===== src/rtl/zircon_tlc549_pkg.sv =====
// rtl/zircon_tlc549_pkg.sv - shared constants and FSM encoding for the TLC549 reader
package zircon_tlc549_pkg;

    // Avalon word addresses
    localparam logic ADDR_CTRL = 1'b0;
    localparam logic ADDR_DATA = 1'b1;

    // CTRL write bits
    localparam int CTRL_START = 0;
    localparam int CTRL_CONT  = 1;

    typedef enum logic [1:0] {
        IDLE  = 2'd0,
        SETUP = 2'd1,
        SHIFT = 2'd2,
        CONV  = 2'd3
    } state_t;

endpackage


===== src/rtl/zircon_avalon_tlc549_logic.sv =====
// rtl/zircon_avalon_tlc549_logic.sv - TLC549 frame sequencer, pin drivers and shift register
//
// Ports:
//   clk, rst     system clock, asynchronous active-high reset
//   start        one-cycle request to run a frame (ignored unless idle)
//   cont         continuous mode level; chains frames and leaves IDLE by itself
//   adc_data     raw serial data pin from the ADC
//   busy         high in every state but IDLE
//   done         one-cycle pulse on the clock edge that enters CONV
//   first_frame  high until the first frame since reset has completed
//   result       shift register contents; complete while done is high
//   cs, sclk     registered ADC chip select (active low) and I/O clock
module zircon_avalon_tlc549_logic #(
    parameter int CLK_DIV = 25,
    parameter int T_CS_SU = 75,
    parameter int T_CONV  = 1000
) (
    input  logic       clk,
    input  logic       rst,
    input  logic       start,
    input  logic       cont,
    input  logic       adc_data,
    output logic       busy,
    output logic       done,
    output logic       first_frame,
    output logic [7:0] result,
    output logic       cs,
    output logic       sclk
);
    import zircon_tlc549_pkg::*;

    localparam int MAX_P = (T_CONV > T_CS_SU) ? ((T_CONV > CLK_DIV) ? T_CONV : CLK_DIV)
                                              : ((T_CS_SU > CLK_DIV) ? T_CS_SU : CLK_DIV);
    localparam int CNT_W = $clog2(MAX_P);
    // The first low phase of SHIFT is part of the CS-to-first-rise setup time,
    // so SETUP only covers the remainder.
    localparam int SETUP_CYC = T_CS_SU - CLK_DIV;

    state_t             state_q, state_d;
    logic [CNT_W-1:0]   cnt_q, cnt_d;
    logic [2:0]         bit_q, bit_d;
    logic [7:0]         shreg_q, shreg_d;
    logic               cs_q, cs_d;
    logic               sclk_q, sclk_d;
    logic [1:0]         sync_q, sync_d;
    logic               first_q, first_d;

    always_ff @(posedge clk or posedge rst) begin
        if (rst) begin
            state_q <= IDLE;
            cnt_q   <= '0;
            bit_q   <= '0;
            shreg_q <= '0;
            cs_q    <= 1'b1;
            sclk_q  <= 1'b0;
            sync_q  <= '0;
            first_q <= 1'b1;
        end else begin
            state_q <= state_d;
            cnt_q   <= cnt_d;
            bit_q   <= bit_d;
            shreg_q <= shreg_d;
            cs_q    <= cs_d;
            sclk_q  <= sclk_d;
            sync_q  <= sync_d;
            first_q <= first_d;
        end
    end

    always_comb begin
        state_d = state_q;
        cnt_d   = cnt_q + 1'b1;
        bit_d   = bit_q;
        shreg_d = shreg_q;
        cs_d    = cs_q;
        sclk_d  = sclk_q;
        sync_d  = {sync_q[0], adc_data};
        first_d = first_q;
        done    = 1'b0;

        case (state_q)
            IDLE: begin
                cnt_d = '0;
                if (start || cont) begin
                    state_d = SETUP;
                    cs_d    = 1'b0;
                    bit_d   = '0;
                end
            end
            SETUP: begin
                if (cnt_q == CNT_W'(SETUP_CYC - 1)) begin
                    state_d = SHIFT;
                    cnt_d   = '0;
                end
            end
            SHIFT: begin
                if (cnt_q == CNT_W'(CLK_DIV - 1)) begin
                    cnt_d = '0;
                    if (!sclk_q) begin
                        // Rising edge of the I/O clock: capture the synchronised bit.
                        sclk_d  = 1'b1;
                        shreg_d = {shreg_q[6:0], sync_q[1]};
                    end else begin
                        sclk_d = 1'b0;
                        if (bit_q == 3'd7) begin
                            state_d = CONV;
                            cs_d    = 1'b1;
                            done    = 1'b1;
                            first_d = 1'b0;
                        end else begin
                            bit_d = bit_q + 3'd1;
                        end
                    end
                end
            end
            CONV: begin
                if (cnt_q == CNT_W'(T_CONV - 1)) begin
                    cnt_d = '0;
                    if (cont) begin
                        state_d = SETUP;
                        cs_d    = 1'b0;
                        bit_d   = '0;
                    end else begin
                        state_d = IDLE;
                    end
                end
            end
            default: begin
                state_d = IDLE;
                cs_d    = 1'b1;
                sclk_d  = 1'b0;
            end
        endcase
    end

    assign busy        = (state_q != IDLE);
    assign first_frame = first_q;
    assign result      = shreg_q;
    assign cs          = cs_q;
    assign sclk        = sclk_q;

endmodule


===== src/rtl/zircon_avalon_tlc549.sv =====
// rtl/zircon_avalon_tlc549.sv - Avalon-MM slave reading the TLC549 serial ADC
//
// Ports:
//   csi_clk, rsi_reset      system clock, asynchronous active-high reset
//   avs_address             0 = CTRL/STATUS, 1 = DATA
//   avs_write/avs_writedata CTRL write: bit0 START pulse, bit1 CONT level
//   avs_read/avs_readdata   read latency 1; CTRL = {primed, valid, busy}, DATA = result
//   coe_tlc549_cs/clk/data  ADC chip select (active low), I/O clock, serial data in
module zircon_avalon_tlc549 #(
    parameter int CLK_DIV = 25,
    parameter int T_CS_SU = 75,
    parameter int T_CONV  = 1000
) (
    input  logic        csi_clk,
    input  logic        rsi_reset,
    input  logic        avs_address,
    input  logic        avs_write,
    input  logic [31:0] avs_writedata,
    input  logic        avs_read,
    output logic [31:0] avs_readdata,
    output logic        coe_tlc549_cs,
    output logic        coe_tlc549_clk,
    input  logic        coe_tlc549_data
);
    import zircon_tlc549_pkg::*;

    logic        cont_q, cont_d;
    logic        valid_q, valid_d;
    logic        primed_q, primed_d;
    logic [7:0]  result_q, result_d;
    logic [31:0] readdata_q, readdata_d;

    logic        ctrl_wr, start, busy, frame_done, first_frame;
    logic [7:0]  frame_result;
    logic        unused_wdata;

    assign ctrl_wr      = avs_write && (avs_address == ADDR_CTRL);
    assign start        = ctrl_wr && avs_writedata[CTRL_START];
    assign unused_wdata = ^avs_writedata[31:2];

    zircon_avalon_tlc549_logic #(
        .CLK_DIV (CLK_DIV),
        .T_CS_SU (T_CS_SU),
        .T_CONV  (T_CONV)
    ) u_logic (
        .clk         (csi_clk),
        .rst         (rsi_reset),
        .start       (start),
        .cont        (cont_q),
        .adc_data    (coe_tlc549_data),
        .busy        (busy),
        .done        (frame_done),
        .first_frame (first_frame),
        .result      (frame_result),
        .cs          (coe_tlc549_cs),
        .sclk        (coe_tlc549_clk)
    );

    always_ff @(posedge csi_clk or posedge rsi_reset) begin
        if (rsi_reset) begin
            cont_q     <= 1'b0;
            valid_q    <= 1'b0;
            primed_q   <= 1'b0;
            result_q   <= '0;
            readdata_q <= '0;
        end else begin
            cont_q     <= cont_d;
            valid_q    <= valid_d;
            primed_q   <= primed_d;
            result_q   <= result_d;
            readdata_q <= readdata_d;
        end
    end

    always_comb begin
        cont_d     = cont_q;
        valid_d    = valid_q;
        primed_d   = primed_q;
        result_d   = result_q;
        readdata_d = '0;

        if (ctrl_wr) begin
            cont_d = avs_writedata[CTRL_CONT];
        end

        if (avs_read) begin
            if (avs_address == ADDR_CTRL) begin
                readdata_d = {29'b0, primed_q, valid_q, busy};
            end else begin
                readdata_d = {24'b0, result_q};
                valid_d    = 1'b0;
            end
        end

        // The first frame after reset carries the ADC's stale conversion.
        // A store in the same cycle as a DATA read overrides the clear.
        if (frame_done) begin
            primed_d = 1'b1;
            if (!first_frame) begin
                result_d = frame_result;
                valid_d  = 1'b1;
            end
        end
    end

    assign avs_readdata = readdata_q;

endmodule


===== config.mk =====
export PLATFORM = sky130hd
export DESIGN_NAME = zircon_avalon_tlc549
export DESIGN_NICKNAME = d
export VERILOG_FILES = /design/src/rtl/zircon_tlc549_pkg.sv /design/src/rtl/zircon_avalon_tlc549_logic.sv /design/src/rtl/zircon_avalon_tlc549.sv
export SDC_FILE = /design/constraint.sdc
export NUM_CORES = 1
export LEC_CHECK = 0
export ABC_AREA = 1
export CAP_MARGIN = 15
export CORE_AREA = 2 2 63 110
export DETAILED_ROUTE_END_ITERATION = 12
export DIE_AREA = 0 0 65 112
export PLACE_DENSITY = 0.7
export RECOVER_POWER = 25
export SKIP_CTS_REPAIR_TIMING = 1
export SYNTH_ARGS = -nofsm -noshare
export SYNTH_HDL_FRONTEND = slang
export SYNTH_SLANG_ARGS = --single-unit

===== constraint.sdc =====
create_clock -name csi_clk -period 1.6 [get_ports csi_clk]
set_input_delay 0.24 -clock csi_clk [delete_from_list [all_inputs] [get_ports csi_clk]]
set_output_delay 0.24 -clock csi_clk [all_outputs]
set_load 0.02 [all_outputs]

==> results of run 1 <==
[final cells by class]
class | count | area [um^2] | area share
repair buffers | 35 | 326.6 | 0.1074
multi-input cells | 195 | 1130 | 0.3715
inverters | 44 | 165.2 | 0.05430
clock inverters | 1 | 5.005 | 0.001645
clock buffers | 7 | 132.6 | 0.04360
well taps | 82 | 102.6 | 0.03373
flip-flops and latches | 47 | 1180 | 0.3879
[kinds of logic after synthesis]
group / Yosys count / synth area share
adders and majority gates: 9 / 0.04500
other: 1 / 0.001499
buffers and inverters: 72 / 0.1520
and+or+nand+nor: 128 / 0.2345
xor gates and xnor gates: 2 / 0.007001
DFF: 47 / 0.4710
AOI/OAI and AO/OA: 32 / 0.08900
[registers in the layout, indices dropped and copies added (netlist names)]
name,cells
u_logic.cs,1
u_logic.sync_q,2
u_logic.bit_q,3
u_logic.result,8
primed_q,1
u_logic.cnt_q,10
avs_readdata,8
u_logic.sclk,1
u_logic.first_frame,1
result_q,8
cont_q,1
u_logic.state_q,2
valid_q,1
[layer usage]
metal / GRT usage / vias up / part of all wire
met5: 0 / - / 0
met4: 0.08227 / 0 / 0.031
met3: 0.02525 / 12 / 0.031
met2: 0.2392 / 40 / 0.56
met1: 0.1345 / 850 / 0.38
li1: - / 919 / -
[report_power, final]
part           leakage, nW  internal, mW  switching [mW]
Sequential           0.633          1.29          0.0662
Combinational        0.800         0.494           0.734
Clock               0.0679         0.577           0.395
Total                 1.50          2.36            1.19
[synth_stat cells, types with 2 or more instances]
master / count / area (um^2)
a21oi_1: 5 / 25.02
nand2_1: 70 / 262.8
inv_1: 43 / 161.4
o21ai_2: 16 / 140.1
dfrtp_1: 45 / 1126
dfstp_2: 2 / 52.55
buf_6: 2 / 22.52
nor2_2: 3 / 18.77
o21ai_0: 10 / 50.05
nand2_2: 4 / 25.02
ha_1: 9 / 112.6
or2_2: 2 / 12.51
buf_4: 25 / 187.7
nor2_1: 28 / 105.1
xor2_1: 2 / 17.52
nor3_1: 2 / 10.01
nand3_1: 14 / 70.07
[worst max path at each step]
stage                                                 to  cells after the start
after floorplan                  result_q[0]$_DFFE_PP0P_                      9
after global placement    u_logic.state_q[1]$_DFFE_PP0P_                      9
after detailed placement  u_logic.state_q[0]$_DFFE_PP0P_                      9
after CTS                                  coe_tlc549_cs                      1
after global routing       u_logic.result[7]$_DFFE_PP0P_                      8
final                      u_logic.result[1]$_DFFE_PP0P_                      8
[worst max-delay path, cell delays in order, from the launching register on]
cell and delay (ps):
dfrtp_1 390, inv_2 80, ha_4 140, nand4_4 100, nor3_4 330, nand3_4 120, buf_12 170, nand2_1 70
o21ai_2 50
==> out/qor.yml, run 1 <==
ios: 72
coreArea_um2: 6392
row_count: 39
die_x_um: 65
rsz0062_at_grt: "true"
grt_pass1_vias: 1744
crit_required_ps: 1770
clock_path_buffers: 2
fin_skew_ps: 3.109
synth.ff_latch_count: 47
hold_path.class: "flip-flop to flip-flop"
port_buffers: 17
r2r_setup_slack_ps: 40
rr_endpoint: "u_logic.result[1]$_DFFE_PP0P_"
drc: 0
layout.cells.most_common: "nand2_1"
stdcell_area_um2: 3042
max_cap_violations: 0
via_count: 1821
slew_viol_final: 0
grt_max_degree: 19
crit_path_max_fanout: 17
die_h_um: 112
fin_crit_sh: 0.9769
avgRoutedWirePerCell_um: 10.60
drive_gt1_frac: 0.2736
grt_antenna_before_repair: 0
hp-start: "u_logic.sync_q[0]$_DFF_PP0_"
clock-sinks: 47
htreeDepth: 2
fin_hold_ws_ps: 350.8
grtUsageTotal: 0.1322
cts_made_buffers: 5
dp_slack_ps: -92.27
syn_inst: 291
clk_latency_ps: 280
ys_warn_count: 0
grt_overflow_total: 0
critPathKind: "flip-flop to flip-flop"
dr.pass1.iters: 4
ys_seq_area_frac: 0.4710
end_kind: "flip-flop"
setup_ws_ps: 37.02
diodes: 0
hold_viol_final: 0
async_flop_share: 1.000
die_area_um2: 7280
synth_edf_count: 0
drtIter0Drc: 82
min_delay_worst_endpoint: "u_logic.sync_q[1]$_DFF_PP0_"
cp-start-kind: "flip-flop"
viasPerCell: 4.431
reg2reg_depth: 8
final_cell_mix: "57 x nand2_1, 44 x dfrtp_1, 36 x inv_1"
critPathLaunch: "u_logic.cnt_q[1]$_DFF_PP0_"
post_synth.cell_area_avg_um2: 8.599
relSlewSlack: 0.6503
fin_util: 0.4758
detail-route-antenna-nets: 0
reg2reg_from: "u_logic.cnt_q[1]$_DFF_PP0_"
area_delta_synth_final_pct: 21.55
p_per_area_nw_per_um2: 1169
nets: 375
power_mw: 3.554
synth_ff_type: "dfrtp_1"
dp_cells: 403
root_buffer: "clkbuf_16"
n_fill_cell: 606
timing.setup.tns_ps: 0
fmax_mhz: 639.8
ir_drop_v: 0.0006468
grt_pass1_wl_mm: 7.369
routed_wl_mm: 4.356
finalSetupViolCount: 0
initial_core_util: 0.3915
dpl.hpwl_mm: 3.419
worst_pin_slew_ps: 524.0
final_cells: 411
cts.clk_slew.worst_paths_ps: 60
cts_tree: "done"
placed_area_um2: 2819
status: "complete, no violations"
routabilityCongestion: 0.8074
synth_cell_type_count: 26
whs_path_depth: 0
synth_area_um2: 2502
p_leak_nw: 1.502
cp.arrival_ps: 1730
fin_crit_ps: 1563
No activity file was read; power rests on OpenSTA's default activity.
==> inputs of run 2 (changes only) <==
--- a/config.mk
+++ b/config.mk
@@ -10,6 +10,7 @@
 export CORE_AREA = 2 2 63 110
 export DETAILED_ROUTE_END_ITERATION = 12
 export DIE_AREA = 0 0 65 112
+export HOLD_SLACK_MARGIN = 0.15
 export PLACE_DENSITY = 0.7
 export RECOVER_POWER = 25
 export SKIP_CTS_REPAIR_TIMING = 1
==> results of run 2 <==
The final DEF is identical to that of run 1; final timing and power are the same.
